$ cat src/rtl/tage_update_unit.sv
// TAGE update consumer: queues resolved-branch update packets from the FTQ and
// serialises each one into provider, allocation and useful-decrement writes on
// the single shared table write port.
module tage_update_unit #(
  parameter int unsigned DEPTH = 4,
  parameter int unsigned IDXW  = 8,
  parameter int unsigned TAGW  = 8
) (
  input  logic            Clk,
  input  logic            Rest,
  input  logic            UpdFlush,
  input  logic            InDateAble,
  input  logic [31:0]     InUpDatePc,
  input  logic [2:0]      InUpNum,
  input  logic [2:0]      InUpDate,
  input  logic [2:0]      InUpCnt,
  input  logic            InNewAble,
  input  logic [2:0]      InNewNum,
  input  logic [2:0]      InNewDate,
  input  logic [2:0]      InNewCnt,
  input  logic [5:0]      InCntAble,
  input  logic [17:0]     InCntDate,
  output logic            UpdFull,
  output logic            UpdDrop,
  output logic            UpdBusy,
  input  logic            TblReady,
  output logic            TblWe,
  output logic [2:0]      TblSel,
  output logic [IDXW-1:0] TblIdx,
  output logic [TAGW-1:0] TblTag,
  output logic [2:0]      TblCtr,
  output logic [2:0]      TblUse,
  output logic [2:0]      TblMask
);

  localparam int unsigned PTRW = (DEPTH > 1) ? $clog2(DEPTH) : 1;
  localparam int unsigned CNTW = PTRW + 1;
  localparam int unsigned PCHI = TAGW + 2 * IDXW + 1;

  typedef struct packed {
    logic [31:0] pc;
    logic [2:0]  up_num;
    logic [2:0]  up_date;
    logic [2:0]  up_cnt;
    logic        new_able;
    logic [2:0]  new_num;
    logic [2:0]  new_date;
    logic [2:0]  new_cnt;
    logic [5:0]  cnt_able;
    logic [17:0] cnt_date;
  } upd_pkt_t;

  typedef enum logic [1:0] {S_IDLE, S_PROV, S_ALLOC, S_DEC} state_e;

  upd_pkt_t  mem_q [DEPTH];
  upd_pkt_t  head;
  upd_pkt_t  pkt_in;
  state_e    state_q, state_d;
  logic [5:0]      pend_q, pend_d;
  logic [CNTW-1:0] cnt_q, cnt_d;
  logic [PTRW-1:0] wr_q, wr_d, rd_q, rd_d;
  logic            drop_q, drop_d;
  logic            push, pop, act, xfer;
  logic [2:0]      dec_bit;
  logic [2:0]      sel, ctr, use_v, mask;
  logic [IDXW-1:0] base;
  logic            unused_pc;

  assign head   = mem_q[rd_q];
  assign pkt_in = '{pc: InUpDatePc, up_num: InUpNum, up_date: InUpDate, up_cnt: InUpCnt,
                    new_able: InNewAble, new_num: InNewNum, new_date: InNewDate,
                    new_cnt: InNewCnt, cnt_able: InCntAble, cnt_date: InCntDate};

  // Lowest pending useful-decrement table (descending scan so the lowest wins)
  always_comb begin
    dec_bit = 3'd0;
    for (int i = 5; i >= 0; i--) begin
      if (pend_q[i]) dec_bit = 3'(i);
    end
  end

  // Write payload for the current state; zero while idle or in reset
  always_comb begin
    sel   = 3'd0;
    ctr   = 3'd0;
    use_v = 3'd0;
    mask  = 3'd0;
    unique case (state_q)
      S_PROV: begin
        sel   = head.up_num;
        ctr   = head.up_date;
        use_v = head.up_cnt;
        mask  = (head.up_num == 3'd0) ? 3'b001 : 3'b011;
      end
      S_ALLOC: begin
        sel   = head.new_num;
        ctr   = head.new_date;
        use_v = head.new_cnt;
        mask  = 3'b111;
      end
      S_DEC: begin
        sel   = dec_bit + 3'd1;
        use_v = head.cnt_date[3*dec_bit +: 3];
        mask  = 3'b010;
      end
      default: ;
    endcase
  end

  assign act       = Rest & (state_q != S_IDLE);
  assign base      = head.pc[IDXW+1:2] ^ head.pc[2*IDXW+1:IDXW+2];
  assign TblWe     = act & ~UpdFlush;
  assign xfer      = TblWe & TblReady;
  assign TblSel    = act ? sel : 3'd0;
  assign TblCtr    = act ? ctr : 3'd0;
  assign TblUse    = act ? use_v : 3'd0;
  assign TblMask   = act ? mask : 3'd0;
  assign TblIdx    = act ? (base ^ IDXW'(sel)) : '0;
  assign TblTag    = act ? head.pc[PCHI:2*IDXW+2] : '0;
  assign UpdFull   = Rest & (cnt_q == CNTW'(DEPTH));
  assign UpdBusy   = Rest & ((cnt_q != '0) | (state_q != S_IDLE));
  assign UpdDrop   = Rest & drop_q;
  assign unused_pc = ^{head.pc[31:PCHI+1], head.pc[1:0]};

  // Next-state: packet sequencing, queue bookkeeping, flush override
  always_comb begin
    state_d = state_q;
    pend_d  = pend_q;
    pop     = 1'b0;
    unique case (state_q)
      S_PROV: if (xfer) begin
        pend_d = head.cnt_able;
        if (head.new_able)             state_d = S_ALLOC;
        else if (head.cnt_able != '0)  state_d = S_DEC;
        else                           pop = 1'b1;
      end
      S_ALLOC: if (xfer) begin
        if (pend_q != '0) state_d = S_DEC;
        else              pop = 1'b1;
      end
      S_DEC: if (xfer) begin
        pend_d = pend_q & ~(6'b1 << dec_bit);
        if (pend_d == '0) pop = 1'b1;
      end
      default: ;
    endcase
    push   = InDateAble & ((cnt_q != CNTW'(DEPTH)) | pop) & ~UpdFlush;
    drop_d = InDateAble & ~push & ~UpdFlush;
    cnt_d  = cnt_q + CNTW'(push) - CNTW'(pop);
    wr_d   = wr_q + PTRW'(push);
    rd_d   = rd_q + PTRW'(pop);
    if (pop || state_q == S_IDLE) state_d = (cnt_d != '0) ? S_PROV : S_IDLE;
    if (UpdFlush) begin
      state_d = S_IDLE;
      pend_d  = '0;
      cnt_d   = '0;
      wr_d    = '0;
      rd_d    = '0;
    end
  end

  // Control registers with synchronous active-low reset
  always_ff @(posedge Clk) begin
    if (!Rest) begin
      state_q <= S_IDLE;
      pend_q  <= '0;
      cnt_q   <= '0;
      wr_q    <= '0;
      rd_q    <= '0;
      drop_q  <= 1'b0;
    end else begin
      state_q <= state_d;
      pend_q  <= pend_d;
      cnt_q   <= cnt_d;
      wr_q    <= wr_d;
      rd_q    <= rd_d;
      drop_q  <= drop_d;
    end
  end

  // Packet storage
  always_ff @(posedge Clk) begin
    if (push) mem_q[wr_q] <= pkt_in;
  end

endmodule

$ cat config.mk
export PLATFORM = sky130hd
export DESIGN_NAME = tage_update_unit
export DESIGN_NICKNAME = d
export VERILOG_FILES = /design/src/rtl/tage_update_unit.sv
export SDC_FILE = /design/constraint.sdc
export NUM_CORES = 1
export LEC_CHECK = 0
export ABC_CLOCK_PERIOD_IN_PS = 11000
export CAP_MARGIN = 40
export CELL_PAD_IN_SITES_DETAIL_PLACEMENT = 0
export CELL_PAD_IN_SITES_GLOBAL_PLACEMENT = 1
export CORE_MARGIN = 3
export CORE_UTILIZATION = 25
export DETAILED_ROUTE_END_ITERATION = 12
export PLACE_DENSITY = 0.44
export SYNTH_ARGS = -nofsm -noshare
export SYNTH_HDL_FRONTEND = slang
export SYNTH_SLANG_ARGS = --single-unit
$ cat constraint.sdc
create_clock -name Clk -period 11 [get_ports Clk]
set_input_delay 2.2 -clock Clk [delete_from_list [all_inputs] [get_ports Clk]]
set_output_delay 2.2 -clock Clk [all_outputs]
set_load 0.02 [all_outputs]
## Word level (Yosys, flattened, before mapping)

Memories as Yosys holds them, arrays and structs flattened. A register that Yosys moved wholly into a read port is not among the register bits.
Index checks and enable logic that the tools add are counted.

- Muxes and demuxes: 39
- Reductions and logical operators: 14
- Order comparisons: 0
- Shifts and indexed selects: 2
- $add $sub $neg: 5
- Bitwise gates (word level): 19
- Divide/modulo/power cells: 0
- $mul: 1
- Equal/unequal tests: 11

Operator list:

| operator | count |
|---|---|
| $mux W3 | 10 |
| $pmux W3 S3 | 3 |
| $shiftx A18 B6 Y3 | 1 |
| $mux W2 | 8 |
| $mux W8 | 2 |
| $mux W6 | 2 |
| $ne A3 B3 Y1 const B | 4 |
| $pmux W6 S2 | 1 |
| $reduce_bool A6 Y1 | 2 |
| $and A1 B1 Y1 | 10 |
| $mux W1 | 10 |
| $reduce_bool A3 Y1 | 3 |
| $xor A8 B3 Y8 | 1 |
| $xor A8 B8 Y8 | 1 |
| $and A6 B6 Y6 | 1 |
| $logic_not A6 Y1 | 1 |
| $not A6 Y6 | 1 |
| $pmux W3 S2 | 1 |
| $shl A1 B3 Y6 const A | 1 |
| $mul A2 B3 Y5 const A | 1 |
| $reduce_and A5 Y1 | 1 |
| $add A2 B1 Y2 | 2 |
| $eq A2 B2 Y1 const B | 2 |
| $ne A2 B2 Y1 const B | 2 |
| other kinds (16) | 20 |

- ROM bits: 0
- Input bits: 80
- Output and inout bits: 32
- Latch bits: 0
- Flip-flop bits (word level): 16
- Memory bits (writable): 300
- Memories: 1

Memory list:

| memory | depth | width | read ports | clocked after memory_dff | write ports | line | source |
|---|---|---|---|---|---|---|---|
| mem_q | 4 | 75 | 1 | 1 | 1 | 55 | `upd_pkt_t mem_q [DEPTH];` |

## Depth between registers and ports, before layout

Gate-level depths: netlist (run 1).

- Word-level depth: 21
- Gate-level depth with buffers: 22
- Mapped depth without buffers: 20

## Least setup slack after synthesis (run 1)

No wires, ideal clock.

- Path kind: input -> register
- Start: input port Rest
- End: memory mem_q[0][0] (netlist name) (enable)
- Required time: 10.425 ns
- Path buffers: 1
- Arrival: 7.849 ns
- Stages on the path: 8
- Path slack: 2.576 ns
- Path through: inv_1 -> nor2_1 -> nand3_1 -> a31oi_4 -> nor4_1 -> or3b_1 -> buf_6 -> nor3_1

- Cells in the longest elaborated chain, start to end: 10
- Elaborated cells between the ends (all ways): 12
- Classes of those cells: 6 x mux; 6 x bitwise

Ends and longest elaborated chain:

| what | line | source |
|---|---|---|
| start: declaration | 10 | `input logic Rest,` |
| $and A1 B1 Y1 (*) | 110 | `assign act = Rest & (state_q != S_IDLE);` |
| $and A1 B1 Y1 (*) | 112 | `assign TblWe = act & ~UpdFlush;` |
| $and A1 B1 Y1 (*) | 113 | `assign xfer = TblWe & TblReady;` |
| $mux W1 (on tied branches) | 141, 131, 137 |  |
| $pmux W1 S3 (*) | 130 | `unique case (state_q)` |
| $or A1 B1 Y1 (*) | 147 | `push = InDateAble & ((cnt_q != CNTW'(DEPTH)) \| pop) & ~UpdFlush;` |
| $and A1 B1 Y1 (*) (2 in series) | 147 |  |
| $mux W1 (*) | 183 | `if (push) mem_q[wr_q] <= pkt_in;` |
| $mux W1 (not written as such) (*) | 183 |  |
| end: declaration | 55 |  |

Every way passes the cells marked *; elsewhere a longest branch is shown, timed or not.

## Worst setup path after layout (run 1)

- Start: input port Rest
- End: output port TblMask[1]

- Cells in the longest elaborated chain, start to end: 2

Ends and longest elaborated chain:

| what | line | source |
|---|---|---|
| $and A1 B1 Y1 | 110 |  |
| $mux W3 | 117 | `assign TblMask = act ? mask : 3'd0;` |
| end: declaration | 33 | `output logic [2:0] TblMask` |

No other way between the ends.

==> results.py, run 1 <==
metrics = {
    "worst_setup_path": {
        "cp.arrival_ns": 4.73,
        "critical_path_class": "input pin to primary output",
        "timing.critical_path.cells": "clkdlybuf4s50_1 -> nand2b_1 -> buf_4 -> a41oi_1 -> clkdlybuf4s50_1",
        "slowest_delay_ns": 0.69,
        "cp-start-kind": "input pin",
        "required_arrival_time_at_the_worst_endpoint_ns": 8.80,
        "critical-path-top-cell-by-count": "clkdlybuf4s50_1",
        "critical_path.max_fanout": 13,
        "endpoint_kind": "primary output",
        "critical-path-slowest-cell": "clkdlybuf4s50_1",
    },
    "routing": {
        "routed.top_layer": "met4",
        "totalWireLength_um": 26100,
        "wl_per_cell_um": 19.6,
        "initial_drc_count": 273,
        "wl_met3_um": 1190,
        "drc": 0,
        "final_antenna_net_count": 0,
        "wl_met2_um": 13000,
        "wirelength_met1_um": 11400,
        "avgViaCountPerCell": 4.27,
        "first_pass_iters": 4,
        "dr_vias": 5694,
    },
    "timing": {
        "post-route-worst-setup-slack_ns": 4.07,
        "number_of_endpoints_failing_setup_at_the_final_stage": 0,
        "tightest_slew_ns": 0.768,
        "fin_crit_sh_pct": 63.0,
        "unrepaired_setup_endpoints_after_global_routing": "false",
        "hold_viol": 0,
        "setup_total_negative_slack_ns": 0,
        "worst_clock_skew_ns": 0.0238,
        "finalWorstPathRequiredPeriod_ns": 6.93,
        "max-slew-margin-rel_pct": 48.8,
        "max_slew_violation_count": 0,
        "max_clock_freq_mhz": 144,
    },
    "clock_network": {
        "cts-htree-levels": 2,
        "post_cts_hold_buffer_count": 0,
        "ctsRootBufferMaster": "clkbuf_16",
        "postCtsSetupRepairBufs": 0,
        "cts_bufs_inserted": 34,
        "tritoncts_sink_count": 284,
        "cts_repair_resize_count": 0,
        "buffer_levels_on_the_longest_clock_path": 3,
        "worstSkewPairLatency_ns": 0.52,
        "cts.clk_slew.worst_paths_ns": 0.05,
        "tritoncts": "yes",
    },
    "grt": {
        "first_global_vias": 6392,
        "grt_start_max_net_pins": 39,
        "grt_antenna_before_repair": 1,
        "grt_pass1_wl_um": 39400,
        "grt_total_usage_pct": 11.1,
        "grt_overflow_total": 0,
    },
    "logic_synthesis": {
        "netlist-cell-type-count": 48,
        "synth-seq-area-share_pct": 73.7,
        "synth-edff-count": 268,
        "mapped_cells": 585,
        "yosys_warnings": 0,
        "postSynthRegisterBits": 284,
        "ys.flop_type": "edfxtp_1",
        "yosys.area.top_type": "edfxtp_1",
        "syn-cell-area_um2": 11400,
        "ys_top_cells_by_count": "edfxtp_1 (268), mux4_2 (59), nor2_1 (32), xnor2_1 (30), dfxtp_1 (16)",
        "syn-mean-instance-area_um2": 19.4,
        "synth_top_cells_by_area": "edfxtp_1 (71%), mux4_2 (12%), dfxtp_1 (2.8%)",
        "yosys.cell_count.top_type": "edfxtp_1",
        "async_flop_share_pct": 0,
        "synth.net_count": 681,
        "synthDominantCellAreaShare_pct": 70.9,
    },
    "power_and_ir_drop": {
        "finalPower_mw": 2.41,
        "power.static_leakage_nw": 4.51,
        "power.density_cell_area_nw_per_um2": 168,
        "power.ir.vdd_worst_v": 0.0000817,
    },
    "job": {
        "maxCapViolations": 0,
    },
    "floorplan": {
        "top_level_ports": 112,
        "die_x_um": 219,
        "start_util_pct": 25.5,
        "dieHeight_um": 219,
        "dieArea_um2": 48000,
        "core.rowCount": 77,
        "core_um2": 44500,
    },
    "layout": {
        "area_delta_synth_final_pct": 26.4,
        "post_route_cells_drive_above_1_share_pct": 18.0,
        "num-nets-final": 812,
        "multiInputGateArea_um2": 2850,
        "sequential_cell_area_um2": 8380,
        "fill_cell_instance_count_of_the_final_layout": 4323,
    },
    "placement": {
        "place.detailed.hpwl_um": 16400,
        "gpl.final_weighted_congestion": 0.696,
        "dp_worst_setup_slack_ns": 3.97,
        "port_buffers": 103,
    },
    "outcome": {
        "status": "completed",
    },
    "min_path": {
        "min-delay-path-class": "register to register",
    },
}
-- placed cells by master (no fill, tap or decap), types with 3 or more instances in the layout --
cell / count
nor2_1: 31
o22ai_1: 4
nand2b_1: 6
edfxtp_1: 268
xor2_1: 9
o21ai_0: 5
and3_1: 3
inv_1: 14
nor2b_1: 13
dfxtp_1: 14
and2_1: 5
a21oi_1: 11
mux4_2: 59
clkinv_1: 8
bufinv_16: 5
buf_4: 10
mux2i_1: 12
buf_16: 3
a31oi_1: 6
clkbuf_1: 5
ha_1: 15
clkinv_2: 4
o21ai_1: 3
clkdlybuf4s50_1: 103
nand2_1: 14
a22oi_1: 6
nand3_1: 6
xnor2_1: 30
clkbuf_16: 35
-- stage by stage --
step / util, % / hold slack, ns / cell area (um2) / instances
2_1_floorplan: - / 0.507 / 11400 / 585
3_3_place_gp: 29.4 / 0.549 / 13100 / 1266
3_5_place_dp: 29.7 / 0.547 / 13200 / 1272
4_1_cts: 32.2 / 0.556 / 14300 / 1332
5_1_grt: 32.2 / 0.577 / 14300 / 1332
6_report: 32.2 / 0.552 / 14300 / 1333
-- flip-flops by register name, indices dropped and copies added (netlist names) --
register / cells
cnt_q: 3
drop_q: 1
mem_q: 268
pend_q: 6
rd_q: 2
state_q: 2
wr_q: 2
-- worst paths after layout --
path	start	cells after the start	endpoint	slack (ns)
min reg2reg	pend_q[3]	2	pend_q[3]	0.55
max	Rest	5	TblMask[1]	4.07
max reg2reg	rd_q[0]	16	state_q[0]	5.54
min	pend_q[3]	2	pend_q[3]	0.55
-- layout make-up --
cell class / count / share of cell area (%)
flip-flops and latches: 284 / 58.4
multi-input cells: 265 / 19.8
repair buffers: 117 / 8.42
clock buffers: 40 / 6.24
well taps: 592 / 5.16
clock inverters: 20 / 1.56
inverters: 14 / 0.366
diodes: 1 / 0.0174
-- cell families after synthesis --
group / synth area share (%)
flops: 73.7
simple gates: 4.45
mux: 12.9
compound gates: 2.71
xor+xnor: 3.01
buf+inv: 1.42
fa+ha+maj: 1.83
-- metal layers --
metal | GRT usage, % | vias to the layer above
met5 | 0 | -
met4 | 4.04 | 0
met3 | 2.38 | 38
met2 | 18.9 | 121
met1 | 14.0 | 2944
li1 | - | 2591
-- power by group --
part	total [mW]	internal (mW)	switching, mW
clock network	1.12	0.697	0.419
registers	1.20	1.20	0.00416
logic	0.0876	0.0448	0.0428
-- worst max-delay path, delay by kind of cell --
kind	cells	cell delay (ns)
AOI/OAI and AO/OA	1	0.39
and+or+nand+nor	1	0.46
buffers and inverters	3	1.68
Power figures use the tool's default switching activity.
==> run 2: changes to the inputs <==
--- a/config.mk
+++ b/config.mk
@@ -5,14 +5,14 @@
 export SDC_FILE = /design/constraint.sdc
 export NUM_CORES = 1
 export LEC_CHECK = 0
-export ABC_CLOCK_PERIOD_IN_PS = 11000
+export ABC_CLOCK_PERIOD_IN_PS = 5700
 export CAP_MARGIN = 40
 export CELL_PAD_IN_SITES_DETAIL_PLACEMENT = 0
 export CELL_PAD_IN_SITES_GLOBAL_PLACEMENT = 1
 export CORE_MARGIN = 3
 export CORE_UTILIZATION = 25
 export DETAILED_ROUTE_END_ITERATION = 12
-export PLACE_DENSITY = 0.44
+export PLACE_DENSITY = 0.46
 export SYNTH_ARGS = -nofsm -noshare
 export SYNTH_HDL_FRONTEND = slang
 export SYNTH_SLANG_ARGS = --single-unit
==> constraint.sdc (replaced) <==
create_clock -name Clk -period 5.7 [get_ports Clk]
set_input_delay 1.14 -clock Clk [delete_from_list [all_inputs] [get_ports Clk]]
set_output_delay 1.14 -clock Clk [all_outputs]
set_load 0.02 [all_outputs]
==> run 2 against run 1 <==
Effect of this change: register-to-register slack lost 4.9 ns; sequential share of layout area grew 0.062 points; cell count grew 0.15%; sequential power grew 93%.
==> results.py, run 2 (synthesis gave the netlist of run 1 again) <==
metrics = {
    "power_and_ir_drop": {
        "power.density_cell_area_nw_per_um2": 317,
        "finalPower_mw": 4.55,
        "power.static_leakage_nw": 4.51,
        "power.ir.vdd_worst_v": 0.000265,
    },
    "floorplan": {
        "core_um2": 44500,
        "top_level_ports": 112,
        "core.rowCount": 77,
        "start_util_pct": 25.5,
        "die_x_um": 219,
        "dieArea_um2": 48000,
        "dieHeight_um": 219,
    },
    "layout": {
        "num_antenna_cells": 0,
        "layout.cells.most_common": "edfxtp_1",
        "fill_cell_instance_count_of_the_final_layout": 4288,
        "area_delta_synth_final_pct": 26.2,
        "layout.cells.non_filler": 1335,
        "most-common-layout-cells": "edfxtp_1 (268), clkdlybuf4s50_1 (103), mux4_2 (59), nor2_1 (31)",
        "largest-register": "mem_q",
        "post_route_cells_drive_above_1_share_pct": 18.4,
        "num-nets-final": 816,
        "top_regs": "mem_q x268, pend_q x6, cnt_q x3",
        "max_reg_flops": 268,
    },
    "timing": {
        "tightest_slew_ns": 0.843,
        "setup_total_negative_slack_ns": 0,
        "timing.hold.ws_ns": 0.570,
        "unrepaired_setup_endpoints_after_global_routing": "false",
        "max-slew-margin-rel_pct": 43.4,
        "max_clock_freq_mhz": 197,
        "worst_clock_skew_ns": 0.0240,
        "max_slew_violation_count": 0,
        "fin_crit_sh_pct": 89.2,
        "finalWorstPathRequiredPeriod_ns": 5.08,
        "hold_viol": 0,
        "number_of_endpoints_failing_setup_at_the_final_stage": 0,
    },
    "worst_setup_path": {
        "worst-r2r-cell-count": 17,
        "cp.arrival_ns": 3.94,
        "cp-start-kind": "register",
        "critical_path.max_fanout": 30,
        "regToRegStartpoint": "pend_q[2]",
        "critical_path_class": "register to primary output",
        "endpoint_kind": "primary output",
        "r2r_end": "state_q[0]",
        "timing.reg2reg.setup_slack_ns": 0.69,
        "required_arrival_time_at_the_worst_endpoint_ns": 4.56,
    },
    "grt": {
        "grt_total_usage_pct": 10.8,
        "first_global_vias": 6340,
        "grt_overflow_total": 0,
        "grt_pass1_wl_um": 38800,
        "grt_antenna_before_repair": 1,
        "grt_start_max_net_pins": 68,
    },
    "placement": {
        "port_buffers": 103,
        "gpl.final_weighted_congestion": 0.728,
        "placedCellCount": 1280,
        "place.detailed.hpwl_um": 16500,
    },
    "routing": {
        "totalWireLength_um": 25900,
        "wl_per_cell_um": 19.4,
        "drc": 0,
        "dr_vias": 5688,
        "avgViaCountPerCell": 4.26,
        "first_pass_iters": 4,
        "final_antenna_net_count": 0,
        "initial_drc_count": 274,
    },
    "clock_network": {
        "cts.clk_slew.worst_paths_ns": 0.06,
        "cts-htree-levels": 1,
        "tritoncts_sink_count": 284,
        "worstSkewPairLatency_ns": 0.57,
        "tritoncts": "yes",
        "ctsRootBufferMaster": "clkbuf_16",
        "cts_repair_resize_count": 0,
        "cts_bufs_inserted": 30,
        "postCtsSetupRepairBufs": 0,
        "post_cts_hold_buffer_count": 0,
        "buffer_levels_on_the_longest_clock_path": 3,
    },
    "job": {
        "maxCapViolations": 0,
    },
    "min_path": {
        "hold_path_start": "pend_q[4]",
        "hold_path_end": "pend_q[4]",
        "worst_hold_path.num_cells": 2,
        "min-delay-path-class": "register to register",
    },
    "outcome": {
        "status": "completed",
    },
}
[run 2: final cells by class]
cell class	count	area [um2]	area share [%]
clock buffers	36	773	5.40
well taps	592	741	5.17
inverters	14	52.6	0.367
clock inverters	19	282	1.96
flip-flops and latches	284	8380	58.4
repair buffers	125	1250	8.75
multi-input cells	265	2850	19.9
[run 2: metal layers]
metal  GRT usage (%)  part of all wire, %  vias to the layer above
li1                -                    -                     2603
met1            13.6                   42                     2930
met2            18.8                   51                      119
met3            2.48                  5.2                       34
met4            2.77                  1.7                        2
met5               0                0.066                        -
[run 2: power breakdown]
part           total (mW)  internal (mW)  switching, mW  leakage, nW
Sequential           2.32           2.31        0.00814         2.57
Combinational       0.171         0.0891         0.0821         1.43
Clock                2.05           1.28          0.774        0.512
[run 2: worst max path at each step]
stage	startpoint	endpoint	slack, ns	cells past startpoint
after CTS	rd_q[0]	TblIdx[0]	0.45	8
after floorplan	pend_q[4]	mem_q[0][0]	-0.16	12
after global routing	rd_q[0]	TblIdx[0]	0.27	8
after detailed placement	Rest	state_q[0]	0.67	16
final	rd_q[0]	TblIdx[0]	0.62	8
after global placement	Rest	state_q[0]	0.66	16
[run 2: per-stage QoR]
stage          setup slack [ns]  cell area (um2)  util (%)
6_report                  0.615            14300      32.2
5_1_grt                   0.273            14300      32.2
4_1_cts                   0.454            14300      32.2
3_5_place_dp              0.665            13300      29.8
3_3_place_gp              0.661            13300      29.8
2_1_floorplan            -0.161            11400         -
[run 2: worst max-delay path: stages (launching register included)]
cell and delay (ns):
dfxtp_4 0.65, buf_4 0.61, mux4_2 0.60, nand2_1 0.17, nand2_1 0.07, a21oi_1 0.31, xnor2_1 0.12, nor2_1 0.17
clkdlybuf4s50_1 0.63
==> run 3: changes to the inputs <==
--- a/config.mk
+++ b/config.mk
@@ -5,6 +5,7 @@
 export SDC_FILE = /design/constraint.sdc
 export NUM_CORES = 1
 export LEC_CHECK = 0
+export ABC_AREA = 1
 export ABC_CLOCK_PERIOD_IN_PS = 5700
 export CAP_MARGIN = 40
 export CELL_PAD_IN_SITES_DETAIL_PLACEMENT = 0
@@ -12,7 +13,7 @@
 export CORE_MARGIN = 3
 export CORE_UTILIZATION = 25
 export DETAILED_ROUTE_END_ITERATION = 12
-export PLACE_DENSITY = 0.46
+export PLACE_DENSITY = 0.48
 export SYNTH_ARGS = -nofsm -noshare
 export SYNTH_HDL_FRONTEND = slang
 export SYNTH_SLANG_ARGS = --single-unit
==> run 3 against run 2 <==
Effect of this change: die area grew 3.3%; via count is 31% higher; sequential cell count unchanged; fmax rose by 3.6%; hold slack got worse by 0.013 ns; routed wire length increased by 21%; highest routed layer is now met4; critical path depth rose by 3; synthesized cell count grew 61%; sequential power hardly changed; combinational power about the same; global-route usage is 1.8 points higher; setup slack better by 0.18 ns.
==> results.py, run 3 <==
metrics = {
    "timing": {
        "max_clock_freq_mhz": 204,
        "tightest_slew_ns": 0.889,
        "timing.hold.ws_ns": 0.556,
        "worst_clock_skew_ns": 0.0160,
        "max-slew-margin-rel_pct": 40.7,
        "post-route-worst-setup-slack_ns": 0.792,
        "hold_viol": 0,
        "finalWorstPathRequiredPeriod_ns": 4.91,
        "max_slew_violation_count": 0,
        "setup_total_negative_slack_ns": 0,
        "number_of_endpoints_failing_setup_at_the_final_stage": 0,
        "fin_crit_sh_pct": 86.1,
        "unrepaired_setup_endpoints_after_global_routing": "false",
    },
    "grt": {
        "grt_antenna_before_repair": 0,
        "grt_pass1_wl_um": 47500,
        "first_global_vias": 7498,
        "grt_start_max_net_pins": 138,
        "grt_overflow_total": 0,
        "grt_total_usage_pct": 12.6,
    },
    "logic_synthesis": {
        "syn-mean-instance-area_um2": 12.4,
        "netlist-cell-type-count": 46,
        "ys_top_cells_by_count": "edfxtp_1 (268), nor2_1 (153), o21ai_0 (116), nand2_1 (94), nand3_1 (41)",
        "mapped_cells": 943,
        "synthDominantCellAreaShare_pct": 68.6,
        "synth.net_count": 1039,
        "yosys_warnings": 0,
        "yosys.area.top_type": "edfxtp_1",
        "syn-cell-area_um2": 11700,
        "ys.flop_type": "edfxtp_1",
        "postSynthRegisterBits": 284,
        "synth-edff-count": 268,
        "async_flop_share_pct": 0,
        "synth-seq-area-share_pct": 71.3,
        "yosys.cell_count.top_type": "edfxtp_1",
        "synth_top_cells_by_area": "edfxtp_1 (69%), o21ai_0 (4.9%), nor2_1 (4.9%)",
    },
    "clock_network": {
        "cts_bufs_inserted": 34,
        "postCtsSetupRepairBufs": 0,
        "buffer_levels_on_the_longest_clock_path": 3,
        "cts-htree-levels": 2,
        "post_cts_hold_buffer_count": 0,
        "worstSkewPairLatency_ns": 0.51,
        "tritoncts": "yes",
        "tritoncts_sink_count": 284,
        "cts_repair_resize_count": 0,
        "ctsRootBufferMaster": "clkbuf_16",
        "cts.clk_slew.worst_paths_ns": 0.06,
    },
    "layout": {
        "fill_cell_instance_count_of_the_final_layout": 4659,
        "num_antenna_cells": 0,
        "sequential_cell_area_um2": 8370,
        "layout.cells.non_filler": 1676,
        "max_reg_flops": 268,
        "area_of_all_placed_cells_without_fillers_um2": 14500,
        "layout.cells.most_common": "edfxtp_1",
        "post_route_cells_drive_above_1_share_pct": 8.55,
        "num-nets-final": 1149,
        "area_delta_synth_final_pct": 23.2,
        "multiInputGateArea_um2": 2920,
        "fin_util_pct": 31.5,
        "most-common-layout-cells": "edfxtp_1 (268), nor2_1 (153), o21ai_0 (116), clkdlybuf4s50_1 (103), nand2_1 (94)",
        "top_regs": "mem_q x268, pend_q x6, cnt_q x3",
        "largest-register": "mem_q",
    },
    "worst_setup_path": {
        "timing.reg2reg.setup_slack_ns": 1.32,
        "critical_path.max_fanout": 15,
        "critical_path_class": "register to primary output",
        "regToRegStartpoint": "pend_q[4]",
        "cp-start-kind": "register",
        "worst-r2r-cell-count": 26,
        "r2r_end": "state_q[0]",
        "critical_path.startpoint": "pend_q[4]",
        "cp.arrival_ns": 3.77,
        "required_arrival_time_at_the_worst_endpoint_ns": 4.56,
        "endpoint_kind": "primary output",
    },
    "job": {
        "maxCapViolations": 0,
    },
    "routing": {
        "wl_per_cell_um": 18.7,
        "first_pass_iters": 5,
        "totalWireLength_um": 31400,
        "final_antenna_net_count": 0,
        "dr_vias": 7434,
        "initial_drc_count": 412,
        "drc": 0,
        "avgViaCountPerCell": 4.44,
    },
    "placement": {
        "place.detailed.hpwl_um": 18000,
        "place_area_um2": 13400,
        "gpl.final_weighted_congestion": 0.716,
        "placedCellCount": 1617,
        "dp_worst_setup_slack_ns": 0.989,
        "port_buffers": 103,
    },
    "floorplan": {
        "top_level_ports": 112,
        "start_util_pct": 25.6,
        "core_um2": 45900,
        "dieHeight_um": 223,
        "core.rowCount": 78,
        "die_x_um": 223,
        "dieArea_um2": 49600,
    },
    "power_and_ir_drop": {
        "finalPower_mw": 4.55,
        "power.density_cell_area_nw_per_um2": 315,
        "power.static_leakage_nw": 4.89,
        "power.ir.vdd_worst_v": 0.000147,
    },
    "min_path": {
        "worst_hold_path.num_cells": 2,
        "hold_path_end": "pend_q[4]",
        "min-delay-path-class": "register to register",
        "hold_path_start": "pend_q[4]",
    },
    "outcome": {
        "status": "completed",
    },
}
run 3: worst max-delay path, cell delays in order, from the launching register on:
cell	delay (ns)
dfxtp_1	0.39
o21ai_0	0.11
nand2_1	0.07
nand2_1	0.05
nand2_1	0.44
clkinv_1	0.45
ha_1	0.31
ha_1	0.30
o211ai_1	0.36
a21oi_1	0.12
o21a_1	0.13
clkdlybuf4s50_1	0.53
run 3: worst max-delay path by stage:
| stage | slack, ns | end | cells after the start |
|---|---|---|---|
| 2_1_floorplan | -1.31 | mem_q[0][0] | 8 |
| 5_1_grt | 0.49 | TblIdx[2] | 11 |
| 6_report | 0.79 | TblIdx[2] | 11 |
| 3_3_place_gp | 0.95 | TblIdx[0] | 6 |
| 4_1_cts | 0.70 | TblSel[2] | 11 |
| 3_5_place_dp | 0.99 | TblIdx[7] | 6 |
run 3: where the power goes:
group / internal (mW) / leakage, nW / switching, mW
registers: 2.31 / 2.57 / 0.00643
clock network: 1.23 / 0.509 / 0.819
logic: 0.0749 / 1.82 / 0.0974
run 3: final cells by class:
cell class / instances / share of cell area, %
Multi-Input combinational cell: 567 / 20.2
Clock inverter: 15 / 0.831
Clock buffer: 44 / 6.43
Sequential cell: 284 / 57.9
Timing Repair Buffer: 122 / 8.21
Inverter: 44 / 1.18
Tap cell: 600 / 5.19
run 3: kinds of logic after synthesis:
group | count (synthesis) | share of synthesized area [%]
compound gates | 227 | 11.0
xor+xnor | 7 | 0.522
fa+ha+maj | 16 | 1.77
buf+inv | 92 | 3.96
flops | 284 | 71.3
simple gates | 317 | 11.5
run 3: layer usage:
layer	track usage, %	up-vias	routed length, um
met3	2.18	44	1100
met4	3.36	0	660
met2	20.6	121	14600
met1	17.3	3648	15100
li1	-	3621	-
met5	0	-	0
